--- src/rtl/cos_pkg.sv ---
// Shared definitions for the cosine job driver: default widths, watchdog limit
// and the FSM state encoding.
package cos_pkg;

    localparam int XW_DEF      = 8;
    localparam int RW_DEF      = 16;
    localparam int TIMEOUT_DEF = 64;

    typedef logic [2:0] state_t;

    localparam state_t ST_IDLE  = 3'd0;
    localparam state_t ST_START = 3'd1;
    localparam state_t ST_ACK   = 3'd2;
    localparam state_t ST_RUN   = 3'd3;
    localparam state_t ST_OUT   = 3'd4;

endpackage

--- src/rtl/cos_watchdog.sv ---
// Cycle watchdog for the job driver: counts while enabled, flags expiry at
// TIMEOUT-1. Only instantiated when COS_TIMEOUT_EN is defined.
module cos_watchdog #(
    parameter int TIMEOUT = 64
) (
    input  logic clk,
    input  logic rst,
    input  logic clear,
    input  logic enable,
    output logic expired
);

    localparam int CW = $clog2(TIMEOUT);

    logic [CW-1:0] count;

    assign expired = (count == CW'(TIMEOUT - 1));

    // Saturate at the limit so expired stays asserted until the driver reacts
    always_ff @(posedge clk) begin
        if (rst || clear) begin
            count <= '0;
        end else if (enable && !expired) begin
            count <= count + 1'b1;
        end
    end

endmodule

--- src/rtl/cos_job_driver.sv ---
// Sequences angle jobs into an external cosine engine and returns tagged results.
// Optional watchdog enabled by defining COS_TIMEOUT_EN.
module cos_job_driver
    import cos_pkg::*;
#(
    parameter int XW      = XW_DEF,
    parameter int RW      = RW_DEF,
    parameter int TIMEOUT = TIMEOUT_DEF
) (
    input  logic          clk,
    input  logic          rst,
    input  logic          in_valid,
    input  logic [XW-1:0] in_x,
    output logic          in_ready,
    output logic          eng_start,
    output logic [XW-1:0] eng_x,
    input  logic          eng_done,
    input  logic [RW-1:0] eng_result,
    output logic          out_valid,
    output logic [RW-1:0] out_result,
    output logic [7:0]    out_tag,
    output logic          out_err,
    input  logic          out_ready,
    output logic          busy
);

    state_t     state;
    state_t     state_nxt;
    logic [7:0] job_cnt;
    logic       timed_out;

`ifdef COS_TIMEOUT_EN
    logic wd_expired;
    logic err_q;

    cos_watchdog #(
        .TIMEOUT (TIMEOUT)
    ) u_watchdog (
        .clk     (clk),
        .rst     (rst),
        .clear   (state == ST_START && eng_done),
        .enable  (state == ST_ACK || state == ST_RUN),
        .expired (wd_expired)
    );

    // A completing engine wins over the watchdog on the same RUN cycle
    assign timed_out = wd_expired &&
                       (state == ST_ACK || (state == ST_RUN && !eng_done));

    always_ff @(posedge clk) begin
        if (rst) begin
            err_q <= 1'b0;
        end else if (state == ST_RUN && eng_done) begin
            err_q <= 1'b0;
        end else if (timed_out) begin
            err_q <= 1'b1;
        end
    end

    assign out_err = err_q;
`else
    assign timed_out = 1'b0;
    assign out_err   = 1'b0;
`endif

    assign in_ready  = (state == ST_IDLE);
    assign busy      = (state != ST_IDLE);
    assign out_valid = (state == ST_OUT);
    assign eng_start = (state == ST_START) && eng_done;

    always_comb begin
        state_nxt = state;
        case (state)
            ST_IDLE:  if (in_valid) state_nxt = ST_START;
            ST_START: if (eng_done) state_nxt = ST_ACK;
            ST_ACK: begin
                if (timed_out)      state_nxt = ST_OUT;
                else if (!eng_done) state_nxt = ST_RUN;
            end
            ST_RUN:   if (eng_done || timed_out) state_nxt = ST_OUT;
            ST_OUT:   if (out_ready) state_nxt = ST_IDLE;
            default:  state_nxt = ST_IDLE;
        endcase
    end

    // OUT always returns through IDLE, so a request waiting at out_ready is taken a cycle later
    always_ff @(posedge clk) begin
        if (rst) begin
            state      <= ST_IDLE;
            job_cnt    <= '0;
            out_tag    <= '0;
            eng_x      <= '0;
            out_result <= '0;
        end else begin
            state <= state_nxt;
            if (state == ST_IDLE && in_valid) begin
                eng_x   <= in_x;
                out_tag <= job_cnt;
                job_cnt <= job_cnt + 8'd1;
            end
            if (state == ST_RUN && eng_done) begin
                out_result <= eng_result;
            end else if (timed_out) begin
                out_result <= '0;
            end
        end
    end

endmodule

--- config.mk ---
export PLATFORM = sky130hd
export DESIGN_NAME = cos_job_driver
export DESIGN_NICKNAME = d
export VERILOG_FILES = /design/src/rtl/cos_pkg.sv /design/src/rtl/cos_watchdog.sv /design/src/rtl/cos_job_driver.sv
export SDC_FILE = /design/constraint.sdc
export NUM_CORES = 1
export LEC_CHECK = 0
export BUFFER_PORTS_ARGS = -buffer_cell sky130_fd_sc_hd__buf_2
export CAP_MARGIN = 25
export CORE_MARGIN = 10
export CORE_UTILIZATION = 42
export CTS_CLUSTER_SIZE = 12
export DETAILED_ROUTE_END_ITERATION = 10
export PLACE_DENSITY_LB_ADDON = 0.08
export REMOVE_ABC_BUFFERS = 1
export SYNTH_ARGS = -nofsm -noshare
export SYNTH_HDL_FRONTEND = slang
export SYNTH_SLANG_ARGS = --single-unit
--- constraint.sdc ---
create_clock -name clk -period 1.7 [get_ports clk]
set_input_delay 0.255 -clock clk [delete_from_list [all_inputs] [get_ports clk]]
set_output_delay 0.255 -clock clk [all_outputs]
set_load 0.005 [all_outputs]
**Yosys cells after proc, flatten, opt, wreduce, memory -nomap -nowiden**

Index checks and enable logic that the tools add are counted.
W data, S select, Z words.

- Add/sub/neg operators: 1
- Equality and inequality tests: 9
- Muxes and demuxes: 6
- Reduce and logical (&&, ||, !) cells: 6

Operator list:

| operator | count |
|---|---|
| $mux W3 | 5 |
| $pmux W3 S5 | 1 |
| $add A8 B1 Y8 const B | 1 |
| $ne A2 B2 Y1 const B | 4 |
| $eq A3 B2 Y1 const B | 2 |
| $reduce_and A5 Y1 | 1 |
| $eq A3 B1 Y1 const B | 1 |
| $eq A3 B3 Y1 const B | 1 |
| $logic_and A1 B1 Y1 | 3 |
| $logic_not A3 Y1 | 1 |
| $reduce_bool A3 Y1 | 1 |
| $ne A2 B1 Y1 const B | 1 |

- Bits in registers: 43
- Bits of input ports: 29
- Output and inout port bits: 37
- Logic and storage cells: 27

**Depth between registers and ports, before layout**

Gate-level depths: netlist (run 1).

- Depth in word-level cells: 3
- Mapped depth: 6
- Mapped depth without buffers: 4

**Worst setup path before layout (run 1)**

No wires, ideal clock.

- Kind: reg-to-reg
- Start: register state[0]
- End: register job_cnt[7]
- Data arrival time: 1.509 ns
- Data required time: 1.577 ns
- Setup slack: 0.068 ns
- Stages on the path, launching flop included: 6
- Clock period less this slack: 1.632 ns
- Path through: dfxtp_1 -> buf_6 -> or3_1 -> buf_2 -> nor4_1 -> mux2_1

- Word-level cells in the longest chain between the ends: 2

Ends and longest elaborated chain:

| what | line | RTL |
|---|---|---|
| start, declared | cos_job_driver.sv:27 | `state_t state;` |
| start signal, assigned | cos_job_driver.sv:95 | `state <= state_nxt;` |
| $logic_not A3 Y1 | cos_job_driver.sv:96 | `if (state == ST_IDLE && in_valid) begin` |
| $logic_and A1 B1 Y1 | cos_job_driver.sv:96 |  |
| end signal, assigned | cos_job_driver.sv:99 | `job_cnt <= job_cnt + 8'd1;` |
| end, declared | cos_job_driver.sv:29 | `logic [7:0] job_cnt;` |

No other way between the ends.
A chain may end at the register's enable or synchronous reset.

**Final worst setup path (run 1)**

- Start: register state[0]
- End: output port in_ready

- Word-level cells in the longest chain between the ends: 1

Ends and longest elaborated chain:

| what | line | RTL |
|---|---|---|
| $logic_not A3 Y1 | cos_job_driver.sv:66 | `assign in_ready = (state == ST_IDLE);` |
| end, declared | cos_job_driver.sv:14 | `output logic in_ready,` |

No other way between the ends.

==> results.toml, run 1 <==
[run_status]
status = "finished clean"

[placement]
dp_cells = 312
hpwl_mm = 3.080
routabilityCongestion = 0.7947
place_ws_ps = 128.4
io_buffer_count = 64

[clock_network]
post_cts_buffers = 0
postCtsHoldBufs = 0
cts.sinks = 43
clk_pin_slew_ps = 80
cts-resized-gates = 0
cts_tree = "yes"
cts_root_buffer = "clkbuf_8"
cts_buffers = 5
htreeDepth = 2
clock_latency_ps = 290
clockBufferDepth = 2

[power]
switchingPower_uw = 481.9
peakVddDrop_v = 0.0004934
power_leakage_nw = 0.9282
clockPowerShare = 0.334
swShare = 0.2470
p_int_mw = 1.469
powerDensity_mw_per_mm2 = 913.4
p_seq_frac = 0.544
comb_power_share = 0.122

[logic_synthesis]
synthCells = 204
synth_cell_type_count = 30
ys_warn_count = 0
netlist_top_cells_count = "67 x nand2_1, 43 x dfxtp_1, 38 x a21oi_1, 10 x clkbuf_1"
post-synth-top-count-cell = "nand2_1"
yosysTopAreaCell = "dfxtp_1"
async_flop_share = 0
synth.top_cell.area_share = 0.5232
ys.flop_type = "dfxtp_1"
synth.area.top_cells = "dfxtp_1 52%, nand2_1 15%, a21oi_1 12%, clkbuf_1 2.3%, o31ai_1 1.8%"
yosys_register_bits = 43
syn-cell-area_mm2 = 0.001645
synth_edf_count = 0
ys_seq_area_frac = 0.5232
postSynthAreaPerCell_um2 = 8.065

[timing]
max_freq_ghz = 0.6226
skew_ps = 5.134
whs_ps = 186.5
post-route-period-util = 0.9448
setup_viol = 0
setup_ws_ps = 93.92
period_needed_ps = 1606
drv_slew = 0
hold_viol = 0
rsz0062_at_grt = "false"

[floorplan]
io_pins = 66
die_w_um = 82.59
core_area_mm2 = 0.003716
rows = 22
start_util = 0.4428
die_area_mm2 = 0.006821
dieHeight_um = 82.59

[worst_hold_path]
min_path_cells = 3
hp-class = "in -> reg"

[setup_path]
cpMaxStageDelayCell = "or3_4"
path_max_fanout = 5
crit_family = "simple AND/OR/NAND/NOR gates"
worst-r2r-cell-count = 3
crit_cells = 4
crit_buf_inv = 3
max_stage_delay_ps = 430
crit_arrival_ps = 1350
crit_chain = "or3_4 -> buf_4 -> inv_1 -> buf_2"
critPathRequiredTime_ps = 1440
cp-end-kind = "output port"
start_kind = "flop"
crit_type = "reg -> out"

[route]
via_count = 1541
wire_per_inst_um = 12.94
first_pass_iters = 4
drc = 0
drtIter0Drc = 69
wirelength_mm = 4.128
vias_per_cell = 4.831
antenna_left = 0

[final_layout]
nFillCells = 391
layout-area-overhead-vs-synth_pct = 29.81
stdcell_count = 319
num_antenna_cells = 0
multiInputGateArea_um2 = 701.9
fin_util = 0.5747
nets = 301
seq_area_um2 = 860.8
drive_gt1_frac = 0.3173

[global_routing]
grt.total_usage = 0.1255
antenna_found_initial = 0
grt-ovfl-total = 0
grt_pass1_vias = 1524
grt_max_degree = 20
grt_pass1_wl_mm = 6.658

[job]
max-cap-violations = 0
flip-flops by register name, indices dropped and copies added (netlist names):
register / count
out_result: 16
eng_x: 8
out_tag: 8
state: 3
job_cnt: 8
layer usage:
layer / up-vias / track usage / wire (µm)
met5: - / 0 / 0
met1: 685 / 0.1248 / 1648
met3: 6 / 0.08099 / 494
met4: 0 / 0.05017 / 62
li1: 808 / - / -
met2: 42 / 0.2061 / 1922
final timing paths:
check / from / endpoint / slack, ps
setup reg to reg: state[0] / job_cnt[6] / 110
setup / recovery: state[0] / in_ready / 90
hold / removal: eng_result[6] / out_result[6] / 190
hold reg to reg: out_tag[6] / out_tag[6] / 450
layout by cell type, fill, tap and decap left out, drive strengths merged, types with 2 or more instances in the layout:
| cell | netlist | final |
|---|---|---|
| buf | 6 | 76 |
| nand2 | 67 | 67 |
| dfxtp | 43 | 43 |
| a21oi | 38 | 38 |
| clkbuf | 10 | 6 |
| inv | 4 | 4 |
| o31ai | 4 | 4 |
| nor3 | 3 | 3 |
| or4 | 3 | 3 |
| nand3 | 3 | 3 |
| nor2 | 3 | 3 |
| nand4 | 2 | 2 |
| nor2b | 2 | 2 |
| o21ai | 2 | 2 |
| mux2 | 2 | 2 |
logic make-up after synthesis:
| logic type | after synthesis | synth area share |
|---|---|---|
| AOI/OAI and AO/OA | 44 | 0.1399 |
| xor gates and xnor gates | 2 | 0.01065 |
| adders and majority gates | 1 | 0.007603 |
| buffers and inverters | 20 | 0.05703 |
| DFF | 43 | 0.5232 |
| muxes | 2 | 0.01369 |
| other | 1 | 0.002279 |
| and+or+nand+nor | 91 | 0.2456 |
layout make-up:
class                   instances  area share
multi-input cells             141      0.3286
flip-flops and latches         43      0.4030
repair buffers                 76      0.1922
clock buffers                   6     0.03866
inverters                       4    0.007030
clock inverters                 1    0.002343
well taps                      48     0.02812
worst register-to-register path: cells and delay by family (launching register included):
kind	cells	cell delay, ps
simple gates	2	1040
flops	1	350
compound gates	1	150
through the flow:
stage | instance area (µm²) | setup TNS (ps) | power (mW)
floorplan | 1567 | -14630 | 1.180
global placement | 2043 | 0 | 1.323
detailed placement | 2043 | 0 | 1.326
CTS | 2131 | 0 | 1.973
global route | 2136 | 0 | 2.055
finish | 2136 | 0 | 1.951
power groups by stage:
stage / registers (mW) / clock network, mW / logic [mW]
finish: 1.06 / 0.652 / 0.238
global route: 1.07 / 0.718 / 0.271
CTS: 1.06 / 0.671 / 0.241
detailed placement: 1.09 / 0 / 0.240
global placement: 1.08 / 0 / 0.239
floorplan: 1.09 / 0 / 0.0902
Note: power is estimated with default switching activity, not from simulation.
==> run 2: changes to the inputs <==
--- a/config.mk
+++ b/config.mk
@@ -7,7 +7,7 @@
 export LEC_CHECK = 0
 export BUFFER_PORTS_ARGS = -buffer_cell sky130_fd_sc_hd__buf_2
 export CAP_MARGIN = 25
-export CORE_MARGIN = 10
+export CORE_MARGIN = 3
 export CORE_UTILIZATION = 42
 export CTS_CLUSTER_SIZE = 12
 export DETAILED_ROUTE_END_ITERATION = 10
==> results.toml, run 2 (same netlist as run 1, synthesis figures left out) <==
[clock_network]
htreeDepth = 2
clock_latency_ps = 280
cts_tree = "yes"
cts_root_buffer = "clkbuf_8"
cts.sinks = 43
cts_buffers = 5
clk_pin_slew_ps = 80
post_cts_buffers = 0
postCtsHoldBufs = 0
clockBufferDepth = 2
cts-resized-gates = 0

[global_routing]
antenna_found_initial = 0
grt.total_usage = 0.1610
grt_pass1_wl_mm = 5.892
grt-ovfl-total = 0
grt_pass1_vias = 1388
grt_max_degree = 20

[timing]
period_needed_ps = 1553
setup_viol = 0
drv_slew = 0
skew_ps = 4.587
max_freq_ghz = 0.6440
rsz0062_at_grt = "false"
hold_viol = 0
whs_ps = 203.3
post-route-period-util = 0.9134
tns_ps = 0

[route]
wire_per_inst_um = 10.97
first_pass_iters = 4
wirelength_mm = 3.487
drc = 0
vias_per_cell = 4.739
via_count = 1507
antenna_left = 0
drtIter0Drc = 96

[setup_path]
path_max_fanout = 7
cpMaxStageDelayCell = "or3_1"
cp-end-kind = "flop"
critPathRequiredTime_ps = 1870
crit_type = "reg -> reg"
crit_arrival_ps = 1730
max_stage_delay_ps = 470
start_kind = "flop"
crit_chain = "or3_1 -> nor4_1 -> mux2_1"

[final_layout]
num_antenna_cells = 0
layout-area-overhead-vs-synth_pct = 29.05
final_common_cell = "nand2_1"
stdcell_count = 318
regMostFlops = "out_result"
final_cell_mix = "67 x nand2_1, 64 x buf_2, 43 x dfxtp_1, 38 x a21oi_1, 11 x buf_4"
nFillCells = 381
largest_reg_flops = 16
nets = 300
drive_gt1_frac = 0.3111

[placement]
hpwl_mm = 2.517
dp_cells = 311
io_buffer_count = 64
routabilityCongestion = 0.7942

[power]
p_int_mw = 1.462
powerDensity_mw_per_mm2 = 903.3
switchingPower_uw = 455.7
clockPowerShare = 0.329
peakVddDrop_v = 0.0005204
swShare = 0.2376
power_leakage_nw = 0.9241
p_seq_frac = 0.552
comb_power_share = 0.119

[floorplan]
core_area_mm2 = 0.003716
start_util = 0.4428
die_area_mm2 = 0.004705
io_pins = 66
die_w_um = 68.59
dieHeight_um = 68.59
rows = 22

[run_status]
status = "finished clean"

[worst_hold_path]
hp-class = "in -> reg"

[job]
max-cap-violations = 0
-- run 2: cell types whose count changed in the layout (fill, tap and decap cells not counted) --
cell,previous run,this run
or3_4,1,0
buf_4,12,11
or3_1,0,1
-- run 2: final timing paths --
| path | from | endpoint | slack, ps | cells past startpoint |
|---|---|---|---|---|
| worst max-delay path | state[0] | job_cnt[7] | 150 | 3 |
| worst min-delay path | eng_result[4] | out_result[4] | 200 | 3 |
| worst max register to register | state[0] | job_cnt[7] | 150 | 3 |
| worst min register to register | out_tag[4] | out_tag[4] | 450 | 2 |
-- run 2: routing by layer --
metal	share of wire	GRT usage	vias up
li1	-	-	804
met1	0.46	0.1984	662
met2	0.47	0.2694	39
met3	0.067	0.05024	2
met4	0.0032	0.04467	0
met5	0	0	-
-- run 2: stage by stage --
stage / area [µm²] / setup slack (ps) / util / total power, mW
2_1_floorplan: 1567 / -1023 / - / 1.180
3_3_place_gp: 2036 / 182.1 / 0.5478 / 1.315
3_5_place_dp: 2036 / 140.9 / 0.5478 / 1.315
4_1_cts: 2123 / 135.1 / 0.5714 / 1.945
5_1_grt: 2123 / 50.01 / 0.5714 / 2.028
6_report: 2123 / 147.2 / 0.5714 / 1.918
-- run 2: cell type report --
cell class,instances,area [µm²],share of cell area
flip-flops and latches,43,860.8,0.4054
multi-input cells,141,696.9,0.3282
repair buffers,75,402.9,0.1897
clock buffers,6,82.58,0.03889
well taps,48,60.06,0.02829
inverters,4,15.01,0.007071
clock inverters,1,5.005,0.002357
-- run 2: worst max-delay path: cells and delay by family, from the launching register on --
kind	cells	cell delay, ps
AND/OR/NAND/NOR	2	790
multiplexers	1	340
flip-flops	1	320
-- run 2: power by group through the flow --
stage               combinational, mW  clock, mW  sequential (mW)
global route                    0.261      0.702             1.07
CTS                             0.233      0.652             1.06
global placement                0.231          0             1.08
floorplan                      0.0902          0             1.09
finish                          0.228      0.631             1.06
detailed placement              0.232          0             1.08
==> run 3: changes to the inputs <==
--- a/config.mk
+++ b/config.mk
@@ -8,11 +8,12 @@
 export BUFFER_PORTS_ARGS = -buffer_cell sky130_fd_sc_hd__buf_2
 export CAP_MARGIN = 25
 export CORE_MARGIN = 3
-export CORE_UTILIZATION = 42
+export CORE_UTILIZATION = 47
 export CTS_CLUSTER_SIZE = 12
 export DETAILED_ROUTE_END_ITERATION = 10
 export PLACE_DENSITY_LB_ADDON = 0.08
 export REMOVE_ABC_BUFFERS = 1
 export SYNTH_ARGS = -nofsm -noshare
 export SYNTH_HDL_FRONTEND = slang
+export SYNTH_HIERARCHICAL = 1
 export SYNTH_SLANG_ARGS = --single-unit
==> constraint.sdc (replaced) <==
create_clock -name clk -period 1.74 [get_ports clk]
set_input_delay 0.261 -clock clk [delete_from_list [all_inputs] [get_ports clk]]
set_output_delay 0.261 -clock clk [all_outputs]
set_load 0.005 [all_outputs]
==> results.toml, run 3 <==
[final_layout]
largest_reg_flops = 16
final_cell_mix = "67 x nand2_1, 64 x buf_2, 43 x dfxtp_1, 38 x a21oi_1, 9 x buf_4"
regMostFlops = "out_result"
nFillCells = 319
drive_gt1_frac = 0.3022
final_common_cell = "nand2_1"
fin_util = 0.6516
num_antenna_cells = 0
layout-area-overhead-vs-synth_pct = 26.84
stdcell_count = 312
nets = 298

[clock_network]
clockBufferDepth = 2
post_cts_buffers = 0
cts_tree = "yes"
cts.sinks = 43
postCtsHoldBufs = 0
cts_root_buffer = "clkbuf_4"
cts_buffers = 5
htreeDepth = 2
clk_pin_slew_ps = 110
cts-resized-gates = 0
clock_latency_ps = 350

[logic_synthesis]
synth_cell_type_count = 30
netlist_top_cells_count = "67 x nand2_1, 43 x dfxtp_1, 38 x a21oi_1, 10 x clkbuf_1"
synth.top_cell.area_share = 0.5232
post-synth-top-count-cell = "nand2_1"
yosys.area_share.simple = 0.2456
ys_warn_count = 6
synth.area.top_cells = "dfxtp_1 52%, nand2_1 15%, a21oi_1 12%, clkbuf_1 2.3%, o31ai_1 1.8%"
yosys.area_share.adder = 0.007605
syn-cell-area_mm2 = 0.001645
synth_edf_count = 0
synth_compound_area_frac = 0.1399
yosysTopAreaCell = "dfxtp_1"
synthCells = 204
synth_top_family_by_area = "simple AND/OR/NAND/NOR gates"
ys.flop_type = "dfxtp_1"
yosys_register_bits = 43
async_flop_share = 0
postSynthAreaPerCell_um2 = 8.065
ys_seq_area_frac = 0.5232
yosys.area_share.xor_xnor = 0.01065
synthMuxAreaShare = 0.01369

[power]
p_total_mw = 1.842
peakVddDrop_v = 0.0005536
power_leakage_nw = 0.9052
powerDensity_mw_per_mm2 = 882.7

[worst_hold_path]
hp-class = "in -> reg"

[route]
wirelength_mm = 3.523
antenna_left = 0
drc = 0
via_count = 1512
first_pass_iters = 4
vias_per_cell = 4.846
drtIter0Drc = 58
wire_per_inst_um = 11.29

[setup_path]
start_kind = "flop"
cpMaxStageDelayCell = "or3_1"
path_max_fanout = 7
crit_type = "reg -> out"
crit_chain = "or3_1 -> inv_1 -> buf_2"
crit_family = "simple AND/OR/NAND/NOR gates"
crit_arrival_ps = 1350
critPathRequiredTime_ps = 1480
cp-end-kind = "output port"
max_stage_delay_ps = 460
crit_buf_inv = 2

[timing]
max_freq_ghz = 0.6226
post-route-period-util = 0.9231
rsz0062_at_grt = "false"
period_needed_ps = 1606
hold_viol = 0
setup_viol = 0
setup_ws_ps = 133.8
skew_ps = 5.069
drv_slew = 0

[global_routing]
grt_max_degree = 21
antenna_found_initial = 0
grt.total_usage = 0.1808
grt_pass1_wl_mm = 6.037
grt-ovfl-total = 0
grt_pass1_vias = 1389

[floorplan]
die_w_um = 65.17
dieHeight_um = 65.17
io_pins = 66
die_area_mm2 = 0.004246
core_area_mm2 = 0.003203
start_util = 0.5137
rows = 20

[run_status]
status = "finished clean"

[placement]
routabilityCongestion = 0.7494
io_buffer_count = 64
hpwl_mm = 2.516
place_ws_ps = 180.4
dp_cells = 305

[job]
max-cap-violations = 0
## run 3: power by group
| part | internal [mW] | switching [mW] |
|---|---|---|
| sequential | 1.02 | 0.0198 |
| combinational | 0.0952 | 0.121 |
| clock | 0.296 | 0.293 |
| total | 1.41 | 0.435 |
## run 3: path summary, 6_finish.rpt
kind	from	endpoint	slack (ps)	cells past startpoint
worst max-delay path	state[1]	in_ready	130	3
worst min register to register	eng_x[4]	eng_x[4]	460	2
worst max register to register	state[1]	job_cnt[7]	150	3
worst min-delay path	eng_result[2]	out_result[2]	130	3
## run 3: cell type report
class | count | area [µm²] | area share
Timing Repair Buffer | 73 | 387.9 | 0.1859
Clock buffer | 6 | 41.29 | 0.01978
Multi-Input combinational cell | 141 | 696.9 | 0.3339
Tap cell | 44 | 55.05 | 0.02638
Inverter | 4 | 15.01 | 0.007194
Clock inverter | 1 | 30.03 | 0.01439
Sequential cell | 43 | 860.8 | 0.4125
## run 3: cells by family after synthesis
family / after synthesis
AOI/OAI and AO/OA: 44
xor gates and xnor gates: 2
adders and majority gates: 1
buffers and inverters: 20
DFF: 43
muxes: 2
other: 1
and+or+nand+nor: 91
## run 3: tightest hold or removal path: cells and delay by family
| kind | cells | cell delay [ps] |
|---|---|---|
| buffers and inverters | 1 | 90 |
| AOI/OAI and AO/OA | 1 | 50 |
| and+or+nand+nor | 1 | 40 |
## run 3: metrics by stage
stage / setup TNS, ps / hold WS (ps) / cell area (µm²)
after global routing: 0 / 111.3 / 2087
final: 0 / 133.6 / 2087
after global placement: 0 / 438.8 / 2016
after floorplan: -13790 / 330.1 / 1567
after detailed placement: 0 / 444.0 / 2016
after CTS: 0 / 118.1 / 2087
## run 3: metal layers
layer  wire length (µm)  track usage  vias to the layer above
met5                  0            0                        -
met4                 70      0.09326                        0
met3                274      0.04615                        7
met2               1490       0.2781                       50
met1               1687       0.2333                      648
li1                   -            -                      807
